$ cat src/rtl/pc_fetch_stage.sv
// Instruction-fetch stage: owns the word-indexed PC, issues instruction-memory
// requests, and loads the IF/ID register with stall (skid/HOLD) and branch-flush handling.
module pc_fetch_stage #(
    parameter int                  PC_WIDTH    = 64,
    parameter int                  INSTR_WIDTH = 32,
    parameter logic [PC_WIDTH-1:0] RESET_PC    = '0
) (
    input  logic                   i_clk,
    input  logic                   i_reset,
    input  logic                   i_stall,
    input  logic                   i_branch_taken,
    input  logic [PC_WIDTH-1:0]    i_branch_target,
    output logic                   o_imem_req,
    output logic [PC_WIDTH-1:0]    o_imem_addr,
    input  logic                   i_imem_ready,
    input  logic [INSTR_WIDTH-1:0] i_imem_data,
    output logic                   o_ifid_valid,
    output logic [PC_WIDTH-1:0]    o_ifid_pc,
    output logic [INSTR_WIDTH-1:0] o_ifid_instr
);

    typedef enum logic [1:0] {
        ST_IDLE  = 2'd0,
        ST_FETCH = 2'd1,
        ST_HOLD  = 2'd2
    } state_t;

    state_t                 r_state;
    state_t                 w_next_state;
    logic [PC_WIDTH-1:0]    r_pc;
    logic [PC_WIDTH-1:0]    r_skid_pc;
    logic [INSTR_WIDTH-1:0] r_skid_instr;
    logic                   r_squash;
    logic [PC_WIDTH-1:0]    r_redirect;
    logic                   r_ifid_valid;
    logic [PC_WIDTH-1:0]    r_ifid_pc;
    logic [INSTR_WIDTH-1:0] r_ifid_instr;
    logic                   w_imem_req;
    logic                   w_fetch_done;
    logic [PC_WIDTH-1:0]    w_pc_next_seq;

    assign w_fetch_done  = (r_state == ST_FETCH) && i_imem_ready;
    assign w_pc_next_seq = r_pc + PC_WIDTH'(1);

    always_ff @(posedge i_clk) begin
        if (i_reset) begin
            r_state <= ST_IDLE;
        end else begin
            r_state <= w_next_state;
        end
    end

    always_comb begin
        w_next_state = r_state;
        case (r_state)
            ST_IDLE: w_next_state = ST_FETCH;
            ST_FETCH: begin
                if (!i_branch_taken && w_fetch_done && !r_squash && i_stall) begin
                    w_next_state = ST_HOLD;
                end
            end
            ST_HOLD: begin
                if (i_branch_taken || !i_stall) begin
                    w_next_state = ST_FETCH;
                end
            end
            default: w_next_state = ST_IDLE;
        endcase
    end

    always_comb begin
        w_imem_req = (r_state == ST_FETCH);
    end

    // A branch during an outstanding fetch cannot move the address, so the
    // target is parked in r_redirect and the in-flight word is squashed on return.
    always_ff @(posedge i_clk) begin
        if (i_reset) begin
            r_pc         <= RESET_PC;
            r_skid_pc    <= '0;
            r_skid_instr <= '0;
            r_squash     <= 1'b0;
            r_redirect   <= '0;
            r_ifid_valid <= 1'b0;
            r_ifid_pc    <= '0;
            r_ifid_instr <= '0;
        end else if (i_branch_taken) begin
            r_ifid_valid <= 1'b0;
            if ((r_state == ST_FETCH) && !i_imem_ready) begin
                r_squash   <= 1'b1;
                r_redirect <= i_branch_target;
            end else begin
                r_pc     <= i_branch_target;
                r_squash <= 1'b0;
            end
        end else if (w_fetch_done && r_squash) begin
            r_pc     <= r_redirect;
            r_squash <= 1'b0;
        end else if (w_fetch_done && !i_stall) begin
            r_ifid_valid <= 1'b1;
            r_ifid_pc    <= r_pc;
            r_ifid_instr <= i_imem_data;
            r_pc         <= w_pc_next_seq;
        end else if (w_fetch_done) begin
            r_skid_pc    <= r_pc;
            r_skid_instr <= i_imem_data;
            r_pc         <= w_pc_next_seq;
        end else if ((r_state == ST_HOLD) && !i_stall) begin
            r_ifid_valid <= 1'b1;
            r_ifid_pc    <= r_skid_pc;
            r_ifid_instr <= r_skid_instr;
        end else if ((r_state == ST_FETCH) && !i_stall) begin
            r_ifid_valid <= 1'b0;
        end
    end

    assign o_imem_req   = w_imem_req;
    assign o_imem_addr  = r_pc;
    assign o_ifid_valid = r_ifid_valid;
    assign o_ifid_pc    = r_ifid_pc;
    assign o_ifid_instr = r_ifid_instr;

endmodule

$ cat config.mk
export PLATFORM = sky130hd
export DESIGN_NAME = pc_fetch_stage
export DESIGN_NICKNAME = d
export VERILOG_FILES = /design/src/rtl/pc_fetch_stage.sv
export SDC_FILE = /design/constraint.sdc
export NUM_CORES = 1
export LEC_CHECK = 0
export CORE_MARGIN = 2
export CORE_UTILIZATION = 51
export DETAILED_ROUTE_END_ITERATION = 6
export PLACE_DENSITY_LB_ADDON = 0.12
export SYNTH_ARGS = -nofsm -noshare
export SYNTH_HDL_FRONTEND = slang
export SYNTH_SLANG_ARGS = --single-unit
$ cat constraint.sdc
create_clock -name i_clk -period 3 [get_ports i_clk]
set_clock_uncertainty 0.1 [all_clocks]
set_input_delay 0.6 -clock i_clk [delete_from_list [all_inputs] [get_ports i_clk]]
set_output_delay 0.6 -clock i_clk [all_outputs]
set_load 0.01 [all_outputs]
# Yosys cells after proc, flatten, opt, wreduce, memory -nomap -nowiden
# Cells that the tools add are included.
word_totals:
  latchBits: 0
  wordCells: 66
  ff_bits: 324
  inputBits: 101
  n_memories: 0
  mem_bits_rw: 0
  romBits: 0
classes:
  n_mul: 0
  n_addsub: 1
  order_cmp: 0
  reduce_logical: 26
  mux: 21
  n_eq_ne: 6
  n_div: 0
  bitwise_logic: 3
  n_shift: 0
op_table:
  columns: ["operator", "count"]
  rows:
  - ["$mux W64", 8]
  - ["$mux W32", 3]
  - ["$add A64 B1 Y64 const B", 1]
  - ["$logic_and A1 B1 Y1", 9]
  - ["$reduce_and A4 Y1", 2]
  - ["$mux W1", 7]
  - ["$pmux W2 S3", 1]
  - ["$reduce_and A2 Y1", 3]
  - ["$logic_not A1 Y1", 4]
  - ["$mux W2", 2]
  - ["$ne A2 B1 Y1 const B", 2]
  - ["$ne A2 B2 Y1 const B", 2]
  - ["$reduce_bool A2 Y1", 2]
  - ["$reduce_bool A4 Y1", 1]
  - ["$not A1 Y1", 3]
  - ["$reduce_and A3 Y1", 1]
  - ["$reduce_bool A3 Y1", 1]
  - ["$eq A2 B1 Y1 const B", 1]
  - ["$eq A2 B2 Y1 const B", 1]
  - ["$logic_not A2 Y1", 1]
  - ["$reduce_or A2 Y1", 1]
  - ["$logic_or A1 B1 Y1", 1]

# Longest topological paths before layout
# Gate-level depths: netlist of the first run.
logic_depth:
  ltp_word: 7
  mapped_depth: 9

# Worst setup path after synthesis of the first run
# Ideal clock, no wire load.
synth_path:
  kind: "register -> register"
  from: "reg r_pc[0], in the netlist o_imem_addr[0]"
  to: "reg r_pc[38], in the netlist o_imem_addr[38]"
  synth_period_minus_slack_ns: 2.456
  path_buffers: 0
  path_stages_with_launch: 7
  setup_ns: 0.091
  arrival_ns: 2.265
  setup_slack_ns: 0.544
  cell_sequence: "dfxtp_1 > ha_1 > nand3_2 > nor4_4 > nand4_2 > or4_1 > a311oi_1"
synth_via:
  elab_chain_len: 5
synth_rtl:
  columns: ["item", "line_no", "source"]
  rows:
  - ["start, declared", "30", "logic [PC_WIDTH-1:0] r_pc;"]
  - ["start signal, assigned", "93", "r_pc <= i_branch_target;"]
  - ["start signal, assigned", "97", "r_pc <= r_redirect;"]
  - ["start signal, assigned", "103", "r_pc <= w_pc_next_seq;"]
  - ["$add A64 B1 Y64 (*)", "43", "assign w_pc_next_seq = r_pc + PC_WIDTH'(1);"]
  - ["$mux W64", "104", "end else if (w_fetch_done) begin"]
  - ["$mux W64 (*)", "99", "end else if (w_fetch_done && !i_stall) begin"]
  - ["$mux W64 (*)", "96", "end else if (w_fetch_done && r_squash) begin"]
  - ["$mux W64 (*)", "87", "end else if (i_branch_taken) begin"]
# Every way passes the cells marked *; elsewhere a longest branch is shown, timed or not. The select of a mux whose other input is x is not followed.
# A chain may end at the register's enable or synchronous reset.

# Worst setup path in the final report of the first run
layout_path:
  from: "reg r_state[1]"
  to: "out o_imem_req"
layout_via:
  elab_chain_len: 1
layout_rtl:
  columns: ["item", "line_no", "source"]
  rows:
  - ["start, declared", "28", "state_t r_state;"]
  - ["start signal, assigned", "49", "r_state <= w_next_state;"]
  - ["$eq A2 B1 Y1", "72", "w_imem_req = (r_state == ST_FETCH);"]
  - ["end, declared", "13", "output logic o_imem_req,"]
# Every way passes these cells.

==> results of run 1 <==
[final timing paths]
kind / cells past startpoint / endpoint / startpoint
setup / recovery: 3 / o_imem_req / r_state[1]
hold reg to reg: 2 / r_skid_instr[25] / r_skid_instr[25]
hold / removal: 2 / r_skid_instr[25] / r_skid_instr[25]
setup reg to reg: 6 / o_imem_addr[60] / o_imem_addr[11]
[metal layers]
layer	global-route usage	up-vias	wire length, um
li1	-	7109	-
met4	0.06875	0	1013
met5	0	-	0
met3	0.05918	85	4441
met1	0.4430	6785	21100
met2	0.4277	686	19740
[cell families after synthesis]
kind of cell | count (synthesis) | synth area share
AO/OA/AOI/OAI | 500 | 0.2050
XOR/XNOR | 22 | 0.01296
AND/OR/NAND/NOR | 770 | 0.2266
multiplexers | 102 | 0.06881
adder cells (fa/ha/maj) | 1 | 0.0008411
buffers and inverters | 189 | 0.04963
flip-flops | 324 | 0.4361
[critical path: cells and delay by family, from the launching register on]
family                 cells  cell delay [ns]
buffers and inverters      2             0.62
flip-flops                 1             0.48
AND/OR/NAND/NOR            1             0.36
[state kept, by name, indices dropped and copies added (netlist names)]
register,count
o_ifid_pc,64
o_imem_addr,64
r_redirect,64
r_skid_pc,64
o_ifid_instr,32
r_skid_instr,32
r_state,2
o_ifid_valid,1
r_squash,1
[layout make-up]
cell class	count	area share
clock buffer	53	0.05371
clock inverter	8	0.002988
inverter	12	0.002338
multi-input combinational	1395	0.3996
sequential	324	0.3367
tap	384	0.02494
timing repair buffer	352	0.1798
[metrics by stage]
stage               instances  instance area [um^2]
detailed placement       2467                 18170
CTS                      2528                 19260
finish                   2528                 19260
floorplan                1908                 14870
global placement         2467                 18170
global route             2528                 19260
[cells in the final DEF (no fill, tap or decap), types with 7 or more instances in the layout]
cell and instances:
nand2_1 414, inv_1 11, nand3_1 33, a211oi_1 129, clkbuf_16 36, dfxtp_1 324
xnor2_1 17, o22ai_1 12, and3_1 13, nor4_1 17, a31oi_1 8, buf_4 78
o21ai_0 77, nor3_1 47, buf_12 13, o211ai_1 18, clkbuf_8 7, clkbuf_1 10
clkdlybuf4s50_1 260, or3_1 17, a21oi_1 211, mux2i_1 99, nand4_1 26, nor2_1 162
[power by group through the flow]
stage	Combinational [mW]	Sequential, mW	Clock [mW]
after floorplan	0.676	4.74	0
after global placement	1.41	4.72	0
after detailed placement	1.43	4.73	0
after CTS	1.44	4.63	4.17
after global routing	1.56	4.66	4.38
final	1.45	4.64	4.12
==> metrics.csv, run 1 <==
metric;value;unit
Initial Util;0.5182;
vias per inst;5.801;
Worst slew margin;0.5484;
pre-CTS setup slack;0.1871;ns
RSZ-0062 raised after global routing;no;
H-tree levels;2;
critical-path cell list;nand2b_1, inv_2, clkdlybuf4s50_1;
final worst setup slack;0.3165;ns
post-layout util;0.6712;
diode count;0;
min Tclk post-route;2.683;ns
Max Clock Freq;372.7;MHz
total gr overflow;0;
clock root buffer master;clkbuf_16;
P_int;7.524;mW
CTS max path bufs;3;
sequential power share;0.455;
number of global-route vias before repair;13130;
Synth top area share;0.4361;
number of fill cells;2448;
Storage cell area;6486;um^2
DRC;0;
leading area contributor after synthesis;dfxtp_1;
area of the multi-input gates;7697;um^2
drt pass-1 iters;5;
Worst EP required;2.30;ns
crit-path max FO;9;
most frequent cell after synthesis;nand2_1;
EDFF count, synth;0;
Slowest cell on crit path;clkdlybuf4s50_1;
post-cts sizing count;0;
Synth cell types;67;
#FFs+latches synth;324;
Hold Buf Count CTS;0;
Final nets;2223;
sw frac;0.2632;
total setup buffers inserted after CTS;0;
wire per inst;18.31;um
NetSw;2.687;mW
critical setup path kind;flip-flop to output port;
Slew Viols, Final;0;
outcome;complete, no violations;
setup TNS;0;ns
Worst Hold Class;flip-flop to flip-flop;
Synth Area per Inst;7.795;um^2
global-route wire length before repair;72790;um
crit share post-route;0.8945;
antenna violations before repair;0;
Crit path arrival time;1.98;ns
share of cells above drive strength 1;0.07929;
PD cells;530.1;nW/um^2
sequential area share after synthesis;0.4361;
top_reg_cell synth;dfxtp_1;
placed wire-length estimate;31090;um
Placer Congestion;0.9220;
overall power;10.21;mW
routed vias;14670;
largest net degree at the start of global routing;108;
antenna viol nets, final;0;
Inserted Clock Buffers;36;
CP endpoint kind;output port;
Synth Instances;1908;
Core ar.;28700;um^2
Clock Power Share;0.403;
Critical Path Max Stage Delay;0.52;ns
Port Buffers;262;
CTS tree;yes;
Combinational Power Share;0.142;
die area;30540;um^2
clock latency on the worst-skew pair;0.52;ns
WL final;46290;um
clock sink count;324;
syn_nets;2010;
final setup fails;0;
Tot GR Track Use;0.2932;
Worst Setup Start Kind;flip-flop;
Commonest cells post-synth;nand2_1 (415), dfxtp_1 (324), a21oi_1 (211);
Post-synth ARST share;0;
Synth area leaders;dfxtp_1 (44%), nand2_1 (10%), a21oi_1 (7.1%), mux2i_1 (6.7%), a211oi_1 (6.6%);
Die W;174.8;um
post-synthesis cell area;14870;um^2
LEAKAGE;6.277;nW
P&R area growth vs syn;29.53;%
hold_ws;0.3493;ns
drt initial violations;1433;
reg2reg setup slack;0.32;ns
Peak supply drop;0.0004414;V
Clock transition at path regs;0.06;ns
Yosys warnings;0;
Max Cap Violations;0;
Final Hold Viols;0;
worst slew pin tran;0.6774;ns
IO Count;263;
Die H;174.8;um
FP Rows;62;
(Power assumes the default switching activity.)
==> run 2: changes to the inputs <==
--- a/config.mk
+++ b/config.mk
@@ -7,8 +7,10 @@
 export LEC_CHECK = 0
 export CORE_MARGIN = 2
 export CORE_UTILIZATION = 51
+export CTS_CLUSTER_SIZE = 28
 export DETAILED_ROUTE_END_ITERATION = 6
 export PLACE_DENSITY_LB_ADDON = 0.12
 export SYNTH_ARGS = -nofsm -noshare
 export SYNTH_HDL_FRONTEND = slang
 export SYNTH_SLANG_ARGS = --single-unit
+export TNS_END_PERCENT = 5
==> results of run 2 <==
No change in the layout: final DEF, timing and power equal those of run 1.
